## src/rtl/td4_clk_ctrl.sv

```systemverilog
// td4_clk_ctrl: CPU reset and clock-enable generator for the TD4 core.
// Holds the CPU in reset until the PLL lock has been stable, debounces the
// step button and emits cpu_ce at manual, 1 Hz, 10 Hz or full rate.
// Optional build macro TD4_STEP_OVERRIDE_EN: in the timed modes a step press
// also fires cpu_ce and restarts the prescaler period.
module td4_clk_ctrl #(
  parameter int unsigned CLK_HZ   = 10000000,
  parameter int unsigned DEB_CYC  = 100000,
  parameter int unsigned LOCK_CYC = 16
) (
  input  logic       clk,
  input  logic       rst,
  input  logic       lock,
  input  logic       btn_step,
  input  logic [1:0] spd_sel,
  output logic       cpu_rst,
  output logic       cpu_ce,
  output logic       ce_led
);

  localparam int unsigned PreW  = (CLK_HZ > 1) ? $clog2(CLK_HZ) : 1;
  localparam int unsigned DebW  = (DEB_CYC > 1) ? $clog2(DEB_CYC) : 1;
  localparam int unsigned LockW = (LOCK_CYC > 1) ? $clog2(LOCK_CYC) : 1;

  localparam logic [PreW-1:0]  Tc1Hz  = PreW'(CLK_HZ - 1);
  localparam logic [PreW-1:0]  Tc10Hz = PreW'(CLK_HZ / 10 - 1);
  localparam logic [DebW-1:0]  DebTc  = DebW'(DEB_CYC - 1);
  localparam logic [LockW-1:0] LockTc = LockW'(LOCK_CYC - 1);

  localparam logic [1:0] SpdManual = 2'b00;
  localparam logic [1:0] Spd1Hz    = 2'b01;
  localparam logic [1:0] Spd10Hz   = 2'b10;
  localparam logic [1:0] SpdFull   = 2'b11;

  typedef enum logic [0:0] {
    StHold,
    StRun
  } state_e;

  logic             lock_m, lock_s;
  logic             btn_m, btn_s;
  state_e           state_q;
  logic [LockW-1:0] lock_cnt_q;
  logic             cpu_rst_q, cpu_ce_q, ce_led_q;
  logic [DebW-1:0]  deb_cnt_q;
  logic             deb_q, deb_prev_q;
  logic [PreW-1:0]  pre_cnt_q;
  logic [1:0]       spd_q;

  logic            timed, sel_chg, step_p, tick, step_clr, ce_next;
  logic [PreW-1:0] pre_tc;

  assign cpu_rst = cpu_rst_q;
  assign cpu_ce  = cpu_ce_q;
  assign ce_led  = ce_led_q;

  // Two-flop synchronisers for the asynchronous lock and button inputs.
  always_ff @(posedge clk or posedge rst) begin
    if (rst) begin
      lock_m <= 1'b0;
      lock_s <= 1'b0;
      btn_m  <= 1'b0;
      btn_s  <= 1'b0;
    end else begin
      lock_m <= lock;
      lock_s <= lock_m;
      btn_m  <= btn_step;
      btn_s  <= btn_m;
    end
  end

  // Decode rate, prescaler tick and the cpu_ce request for the next cycle.
  always_comb begin
    timed    = (spd_sel == Spd1Hz) || (spd_sel == Spd10Hz);
    pre_tc   = (spd_sel == Spd1Hz) ? Tc1Hz : Tc10Hz;
    sel_chg  = (spd_sel != spd_q);
    step_p   = deb_q & ~deb_prev_q;
    // Masked on a rate change so a stale count cannot fire against the new TC.
    tick     = timed & ~sel_chg & ~cpu_rst_q & (pre_cnt_q == pre_tc);
    step_clr = 1'b0;
    ce_next  = 1'b0;
    case (spd_sel)
      SpdManual: ce_next = step_p;
      Spd1Hz, Spd10Hz: begin
`ifdef TD4_STEP_OVERRIDE_EN
        // A coinciding step and tick still yield a single pulse.
        ce_next  = tick | step_p;
        step_clr = step_p;
`else
        ce_next  = tick;
`endif
      end
      SpdFull:   ce_next = 1'b1;
      default:   ce_next = 1'b0;
    endcase
  end

  // Reset FSM: wait for LOCK_CYC cycles of stable lock, drop back on any loss.
  always_ff @(posedge clk or posedge rst) begin
    if (rst) begin
      state_q    <= StHold;
      lock_cnt_q <= '0;
      cpu_rst_q  <= 1'b1;
      cpu_ce_q   <= 1'b0;
    end else begin
      case (state_q)
        StHold: begin
          cpu_ce_q <= 1'b0;
          if (!lock_s) begin
            lock_cnt_q <= '0;
          end else if (lock_cnt_q == LockTc) begin
            state_q    <= StRun;
            cpu_rst_q  <= 1'b0;
            lock_cnt_q <= '0;
          end else begin
            lock_cnt_q <= lock_cnt_q + LockW'(1);
          end
        end
        StRun: begin
          if (!lock_s) begin
            // cpu_ce must be low in the same cycle cpu_rst reasserts.
            state_q    <= StHold;
            cpu_rst_q  <= 1'b1;
            cpu_ce_q   <= 1'b0;
            lock_cnt_q <= '0;
          end else begin
            cpu_ce_q <= ce_next;
          end
        end
        default: begin
          state_q   <= StHold;
          cpu_rst_q <= 1'b1;
          cpu_ce_q  <= 1'b0;
        end
      endcase
    end
  end

  // Status LED flips once per enabled CPU cycle.
  always_ff @(posedge clk or posedge rst) begin
    if (rst) begin
      ce_led_q <= 1'b0;
    end else if (cpu_ce_q) begin
      ce_led_q <= ~ce_led_q;
    end
  end

  // Debouncer: accept a new button level after DEB_CYC stable cycles.
  always_ff @(posedge clk or posedge rst) begin
    if (rst) begin
      deb_cnt_q  <= '0;
      deb_q      <= 1'b0;
      deb_prev_q <= 1'b0;
    end else begin
      deb_prev_q <= deb_q;
      if (btn_s == deb_q) begin
        deb_cnt_q <= '0;
      end else if (deb_cnt_q == DebTc) begin
        deb_q     <= btn_s;
        deb_cnt_q <= '0;
      end else begin
        deb_cnt_q <= deb_cnt_q + DebW'(1);
      end
    end
  end

  // Prescaler: held in reset and untimed modes, restarted on a rate change.
  always_ff @(posedge clk or posedge rst) begin
    if (rst) begin
      pre_cnt_q <= '0;
      spd_q     <= SpdManual;
    end else begin
      spd_q <= spd_sel;
      if (cpu_rst_q || !timed || sel_chg || step_clr || (pre_cnt_q >= pre_tc)) begin
        pre_cnt_q <= '0;
      end else begin
        pre_cnt_q <= pre_cnt_q + PreW'(1);
      end
    end
  end

endmodule
```

## config.mk

```make
export PLATFORM = sky130hd
export DESIGN_NAME = td4_clk_ctrl
export DESIGN_NICKNAME = d
export VERILOG_FILES = /design/src/rtl/td4_clk_ctrl.sv
export SDC_FILE = /design/constraint.sdc
export NUM_CORES = 1
export LEC_CHECK = 0
export CAP_MARGIN = 20
export CELL_PAD_IN_SITES_DETAIL_PLACEMENT = 2
export CELL_PAD_IN_SITES_GLOBAL_PLACEMENT = 2
export CORE_UTILIZATION = 40
export CTS_CLUSTER_SIZE = 24
export DETAILED_ROUTE_END_ITERATION = 12
export GPL_TIMING_DRIVEN = 1
export PLACE_DENSITY_LB_ADDON = 0.05
export SKIP_CTS_REPAIR_TIMING = 1
export SYNTH_ARGS = -nofsm -noshare
export SYNTH_HDL_FRONTEND = slang
export SYNTH_SLANG_ARGS = --single-unit
```

## constraint.sdc

```tcl
create_clock -name clk -period 2.1 [get_ports clk]
set_input_delay 0.42 -clock clk [delete_from_list [all_inputs] [get_ports clk]]
set_output_delay 0.42 -clock clk [all_outputs]
set_load 0.01 [all_outputs]
```

; Word level (Yosys, flattened, before mapping)
; Index checks and enable logic that the tools add are counted.
[totals]
register_bits = 57
input_bits = 6
out_inout_bits = 3
wordCells = 67
[classes]
n_addsub = 3
magnitude_cmp = 1
n_eq_ne = 11
n_mux = 19
n_bitwise = 10
n_reduce_logical = 9
[ops]
columns = op, n
row1 = two-way mux 24 bit, 2
row2 = two-way mux 17 bit, 2
row3 = adder 24 x 1 -> 24 bit (second input constant), 1
row4 = equality test 24 bit, 1
row5 = greater-or-equal comparator 24 bit, 1
row6 = adder 17 x 1 -> 17 bit (second input constant), 1
row7 = equality test 17 bit (second input constant), 1
row8 = two-way mux 4 bit, 3
row9 = one-hot mux 4 bit (2 select lines), 1
row10 = two-way mux 1 bit, 7
row11 = != test 2 bit (second input constant), 3
row12 = NOT 1 bit, 6
row13 = one-hot mux 1 bit (2 select lines), 3
row14 = adder 4 x 1 -> 4 bit (second input constant), 1
row15 = AND 1 bit, 4
row16 = equality test 2 bit (second input constant), 2
row17 = equality test 4 bit (second input constant), 1
row18 = logical OR 1 bit, 4
row19 = one-hot mux 1 bit (3 select lines), 1
row20 = AND reduction 3 bit, 1
row21 = equality test 2 x 1 -> 1 bit (second input constant), 1
row22 = logical NOT 2 bit, 1
row23 = != test 2 bit, 1
row24 = AND reduction 2 bit, 1
row25 = 3 further kinds, 3

; Logic depth before layout (Yosys ltp)
; Gate-level depths: netlist of run 1.
[logic_depth]
depth_word = 8
mapped_depth = 10
mapped_depth_nobuf = 9

; Worst setup path before layout of run 1
; Ideal clock, no wire load.
[synth_timing]
path_kind = in2reg
startpoint = input spd_sel[1]
endpoint = register pre_cnt_q[19]
setup_time_ns = 0.119
arrival_time_ns = 2.067
required_ns = 1.981
setup_slack_ns = -0.086
cell_stages = 10
path_buffers = 1
path_cell_list = inv_1 > ha_1 > inv_1 > ha_1 > and4b_1 > nand4_1 > o221a_2 > o21bai_4 > clkbuf_8 > nor2_1
[synth_via]
elab_chain_cells = 7
word_cells_on_any_way = 11
classes_between = order compare (1) / eq/ne (3) / mux (2) / reduce/logical (5)
[synth_rtl]
columns = item, line
row1 = "start, declared", 15  ; input logic [1:0] spd_sel,
row2 = "parallel branches: the longest is 5 deep, another holds greater-or-equal comparator 24 bit", --
row3 = logical OR 1 bit *, 174  ; if (cpu_rst_q || !timed || sel_chg || step_clr || (pre_cnt_q >= pre_tc)) begin
row4 = two-way mux 24 bit *, 174
row5 = "end signal, assigned", 177  ; pre_cnt_q <= pre_cnt_q + PreW'(1);
row6 = "end, declared", 47  ; logic [PreW-1:0] pre_cnt_q;
; Mark *: on every way between the ends.
; A chain may end at the register's enable or synchronous reset.

; Worst setup path after layout of run 1
[layout_timing]
startpoint = input spd_sel[1]
endpoint = register pre_cnt_q[14]
; The elaborated chain is that of the path after synthesis.

==> results of run 1 <==
-- synthesized netlist by cell type, types with 2 or more instances --
master    number
a21oi_1        5
and2_1         2
and3_1         5
and3_2         2
and4_1         2
and4_2         2
and4b_1        2
buf_6          3
clkbuf_2       2
dfrtp_1       56
ha_1          13
inv_1          9
nand2_1       17
nand2b_1       2
nand3_1       18
nand4_1       11
nor2_1        54
nor2b_1        2
nor3_1         8
nor4_1         3
o21a_1         2
o21ai_0        4
xnor2_1       17
xor2_1        26
-- report_power, final --
| group | switching, µW | internal, µW | total, µW | leakage [µW] |
|---|---|---|---|---|
| Clock | 486 | 544 | 1030 | 0.0000912 |
| Sequential | 17.2 | 1110 | 1130 | 0.000773 |
| Combinational | 84.6 | 66.2 | 151 | 0.000626 |
| Total | 588 | 1730 | 2310 | 0.00149 |
-- metal layers --
metal  vias up  wire length (µm)
li1       1053                 -
met1      1112              3510
met2        16              3799
met3         8               144
met4         0               121
met5         -                 0
-- through the flow --
stage	hold slack (ns)	worst slack (ns)	setup TNS [ns]	utilization	instance area, µm²
final	0.3648	0.04401	0	0.5036	3497
after global placement	0.3331	-0.7427	-17.80	0.4613	3203
after detailed placement	0.3502	-0.8314	-19.44	0.4613	3203
after CTS	0.3669	-0.4961	-10.98	0.4894	3398
after global routing	0.3752	-0.004398	-0.007940	0.5036	3497
after floorplan	0.3312	0.01560	0	-	2952
-- state kept, by name (all words and copies together), names as in the netlist, 2 cells and up --
signal	flops
deb_cnt_q	17
lock_cnt_q	4
pre_cnt_q	24
spd_q	2
-- worst max-delay path, stage by stage --
cell,delay [ns]
dlymetal6s2s_1,0.15
inv_2,0.09
ha_4,0.13
inv_2,0.05
buf_4,0.15
ha_1,0.18
or3_1,0.33
a21oi_2,0.17
nand3_2,0.16
o21bai_4,0.23
buf_12,0.15
nor2_1,0.10
-- cell families (layout without fill, tap and decap cells) --
| logic type | count (synthesis) | in the layout | synth area share |
|---|---|---|---|
| and+or+nand+nor | 139 | 139 | 0.2469 |
| muxes | 1 | 1 | 0.003406 |
| adders and majority gates | 13 | 13 | 0.05534 |
| xor gates and xnor gates | 43 | 43 | 0.1281 |
| AOI/OAI and AO/OA | 19 | 21 | 0.04641 |
| DFF | 57 | 57 | 0.4857 |
| buffers and inverters | 17 | 50 | 0.03405 |
-- layout make-up --
type	count	area (µm²)
multi-input combinational	217	1483
fill	740	3447
timing repair buffer	25	237.7
tap	96	120.1
sequential	57	1428
clock buffer	9	123.9
inverter	9	33.78
clock inverter	7	71.32
-- worst paths after layout --
| kind | endpoint | from | slack, ns |
|---|---|---|---|
| setup / recovery | pre_cnt_q[14] | spd_sel[1] | 0.04 |
| setup reg to reg | pre_cnt_q[14] | pre_cnt_q[0] | 0.12 |
| max in group asynchronous | cpu_rst | rst | 1.36 |
| hold reg to reg | btn_s | btn_m | 0.36 |
| hold / removal | btn_s | btn_m | 0.36 |
| min in group asynchronous | pre_cnt_q[22] | rst | 0.46 |
==> flow_summary.json, run 1 <==
{
  "cts.sinks": 57,
  "final_common_cell": "dfrtp_1",
  "routed_wl_mm": 7.576,
  "die_h_um": 87.72,
  "crit_fanout": 10,
  "syn_area_um2": 2939,
  "layout_common_cells": "56 x dfrtp_1, 54 x nor2_1, 26 x xor2_1",
  "syn_area_per_cell_um2": 10.17,
  "arrival_ns": 2.33,
  "diodes": 0,
  "drive_gt1_frac": 0.1636,
  "ys.flop_type": "dfrtp_1",
  "antenna_found_initial": 0,
  "yosysUniqueCellTypes": 46,
  "areaGrowthSynthToFinish_pct": 18.99,
  "initial_core_util": 0.4232,
  "cts_tree": "done",
  "use_met3": 0.05184,
  "synth_area_leaders": "dfrtp_1 48%, xor2_1 7.7%, nor2_1 6.9%, ha_1 5.5%, xnor2_1 5.1%",
  "placed_cells": 399,
  "htree_levels": 3,
  "numCtsBuffers": 9,
  "finalSetupViolCount": 0,
  "busiest_layer": "met2",
  "grt_use_met2": 0.3601,
  "cap_violations": 0,
  "cts.clk_slew.worst_paths_ns": 0.07,
  "dp_hpwl_mm": 5.023,
  "ys_warn_count": 0,
  "cp_data_required_time_ns": 2.37,
  "finalMaxSlewViolations": 0,
  "met1_usage": 0.2592,
  "fin_cells": 420,
  "path_class": "in2reg",
  "postRouteAntennaNets": 0,
  "cts_root_buf": "clkbuf_8",
  "vias": 2189,
  "coreArea_um2": 6944,
  "synth_cells": 289,
  "worstHoldPathCells": 0,
  "drtIter0Drc": 46,
  "slew_headroom": 0.6965,
  "fin_crit_ns": 2.056,
  "drc": 0,
  "syn_nets": 308,
  "die_area_um2": 7695,
  "vdd.ir_drop.worst_uv": 349.0,
  "die-width_um": 87.72,
  "ys_async_sr_fraction": 1.000,
  "io_buffers": 8,
  "grt_pass1_wl_mm": 12.02,
  "viasPerCell": 5.212,
  "power_uw": 2313,
  "globalplace.congestion": 0.7113,
  "crit_path_start_kind": "input port",
  "grtUsageTotal": 0.2099,
  "grt_pass1_vias": 2379,
  "reg2reg_depth": 7,
  "clk_latency_ns": 0.34,
  "pin_count": 9,
  "overflow": 0,
  "worstMarginPinSlew_ns": 0.4511,
  "max_freq_mhz": 486.4,
  "outcome": "complete, no violations",
  "period_share": 0.9790,
  "cts.path.max_buffers": 2,
  "firstDrtPassIters": 4,
  "holdCritPathClass": "reg2reg",
  "synth_edf_count": 0,
  "ys_seq_elements": 57,
  "num-nets-final": 338,
  "cellPowerDensity_nw_per_um2": 661.3,
  "yosysSeqAreaShare": 0.4857,
  "synth_top_cell_by_area": "dfrtp_1",
  "finClkSkew_ns": 0.005897,
  "worstSetupEndpointType": "register",
  "placementRows": 30,
  "cellLeakagePower_uw": 0.001491,
  "hold_violations": 0,
  "wl_per_cell_um": 18.04,
  "yosysTopAreaCellShare": 0.4768,
  "grt_max_degree": 58
}
Note: power is estimated with default switching activity, not from simulation.
==> run 2: changes to the inputs <==
Settings changed: CORE_ASPECT_RATIO from default to 1.5, HOLD_SLACK_MARGIN from default to 0.02.
==> flow_summary.json, run 2 (synthesis gave the netlist of run 1 again) <==
{
  "outcome": "complete, no violations",
  "cp-endpoint": "pre_cnt_q[7]",
  "overflow": 0,
  "finalMaxSlewViolations": 0,
  "r2r-end": "pre_cnt_q[7]",
  "cts.sinks": 57,
  "worstSetupEndpointType": "register",
  "largest_reg_flops": 24,
  "crit_fanout": 6,
  "numCtsBuffers": 9,
  "dp_hpwl_mm": 4.892,
  "grt_pass1_vias": 2531,
  "top_register": "pre_cnt_q",
  "fin_crit_ns": 2.054,
  "drc": 0,
  "fin_cells": 424,
  "final_common_cell": "dfrtp_1",
  "post-place-ws_ns": -0.8865,
  "cellLeakagePower_uw": 0.001525,
  "num-fill-cells": 717,
  "design_area_um2": 3521,
  "reg_top3": "pre_cnt_q: 24 flops, deb_cnt_q: 17 flops, lock_cnt_q: 4 flops",
  "holdWs_ns": 0.3470,
  "reg2reg_depth": 7,
  "r2r-start": "pre_cnt_q[10]",
  "drive_gt1_frac": 0.1590,
  "cts.clk_slew.worst_paths_ns": 0.07,
  "antenna_found_initial": 0,
  "htree_levels": 3,
  "io_buffers": 8,
  "finalSetupViolCount": 0,
  "crit_start": "spd_sel[1]",
  "arrival_ns": 2.27,
  "clk_latency_ns": 0.34,
  "holdCritPathClass": "in2async",
  "placed_cells": 402,
  "drtIter0Drc": 50,
  "slew_headroom": 0.6853,
  "diodes": 0,
  "routed_wl_mm": 7.332,
  "finalWorstSetupSlack_ns": 0.04622,
  "finClkSkew_ns": 0.01289,
  "placementRows": 37,
  "multi_input_area_um2": 1453,
  "coreArea_um2": 6990,
  "wl_per_cell_um": 17.29,
  "firstDrtPassIters": 4,
  "grt_max_degree": 24,
  "die-width_um": 71.99,
  "die_area_um2": 7701,
  "vdd.ir_drop.worst_uv": 598.2,
  "vias": 2219,
  "layout_common_cells": "56 x dfrtp_1, 54 x nor2_1, 26 x xor2_1",
  "globalplace.congestion": 0.7527,
  "period_share": 0.9780,
  "path_class": "in2reg",
  "cellPowerDensity_nw_per_um2": 686.3,
  "pin_count": 9,
  "hold_violations": 0,
  "crit_path_start_kind": "input port",
  "viasPerCell": 5.233,
  "postRouteAntennaNets": 0,
  "areaGrowthSynthToFinish_pct": 19.80,
  "grt_pass1_wl_mm": 12.05,
  "seq_area_um2": 1428,
  "max_freq_mhz": 486.9,
  "cts_tree": "done",
  "initial_core_util": 0.4204,
  "cap_violations": 0,
  "cp_data_required_time_ns": 2.32,
  "cts_root_buf": "clkbuf_8",
  "power_uw": 2416,
  "placed_cell_area_um2": 3219,
  "die_h_um": 107.0,
  "num-nets-final": 342,
  "grtUsageTotal": 0.2085,
  "worstMarginPinSlew_ns": 0.4685,
  "cts.path.max_buffers": 2,
  "reg2reg_slack_ns": 0.16
}
run 2: report_power, final:
group / switching [µW] / internal (µW) / leakage, µW
clock: 440 / 693 / 0.000106
combinational: 83.5 / 68.0 / 0.000645
sequential: 16.1 / 1120 / 0.000773
run 2: how the worst min path moves through the flow:
stage | from | endpoint | depth (start not counted) | slack [ns]
floorplan | btn_m | btn_s | 0 | 0.33
global placement | btn_m | btn_s | 0 | 0.33
detailed placement | btn_m | btn_s | 0 | 0.34
CTS | rst | lock_cnt_q[2] | 2 | 0.34
global route | rst | lock_cnt_q[3] | 2 | 0.37
finish | rst | lock_cnt_q[2] | 2 | 0.35
run 2: stage by stage:
stage	util	TNS, ns
global placement	0.4605	-18.83
CTS	0.4906	-11.87
detailed placement	0.4605	-20.99
global route	0.5037	-0.09943
finish	0.5037	0
floorplan	-	0
run 2: routing by layer:
layer / global-route usage / vias up / share of wire / routed length [µm]
li1: - / 1056 / - / -
met1: 0.2197 / 1135 / 0.40 / 2949
met2: 0.3895 / 17 / 0.56 / 4124
met3: 0.04041 / 11 / 0.016 / 116
met4: 0.09664 / 0 / 0.019 / 142
met5: 0 / - / 0 / 0
run 2: final cells by class:
cell class                      instances  share of cell area
Multi-Input combinational cell        216              0.4126
Sequential cell                        57              0.4055
Timing Repair Buffer                   30             0.07818
Clock buffer                           12             0.04122
Tap cell                               97             0.03447
Clock inverter                          3             0.01848
Inverter                                9            0.009595
run 2: critical path: stages:
cell and delay, ns:
dlymetal6s2s_1 0.16, inv_2 0.10, ha_4 0.13, inv_1 0.07
ha_1 0.32, and4b_1 0.24, nand4_1 0.15, o221a_2 0.31
o21bai_4 0.15, buf_4 0.17, nor2_1 0.05
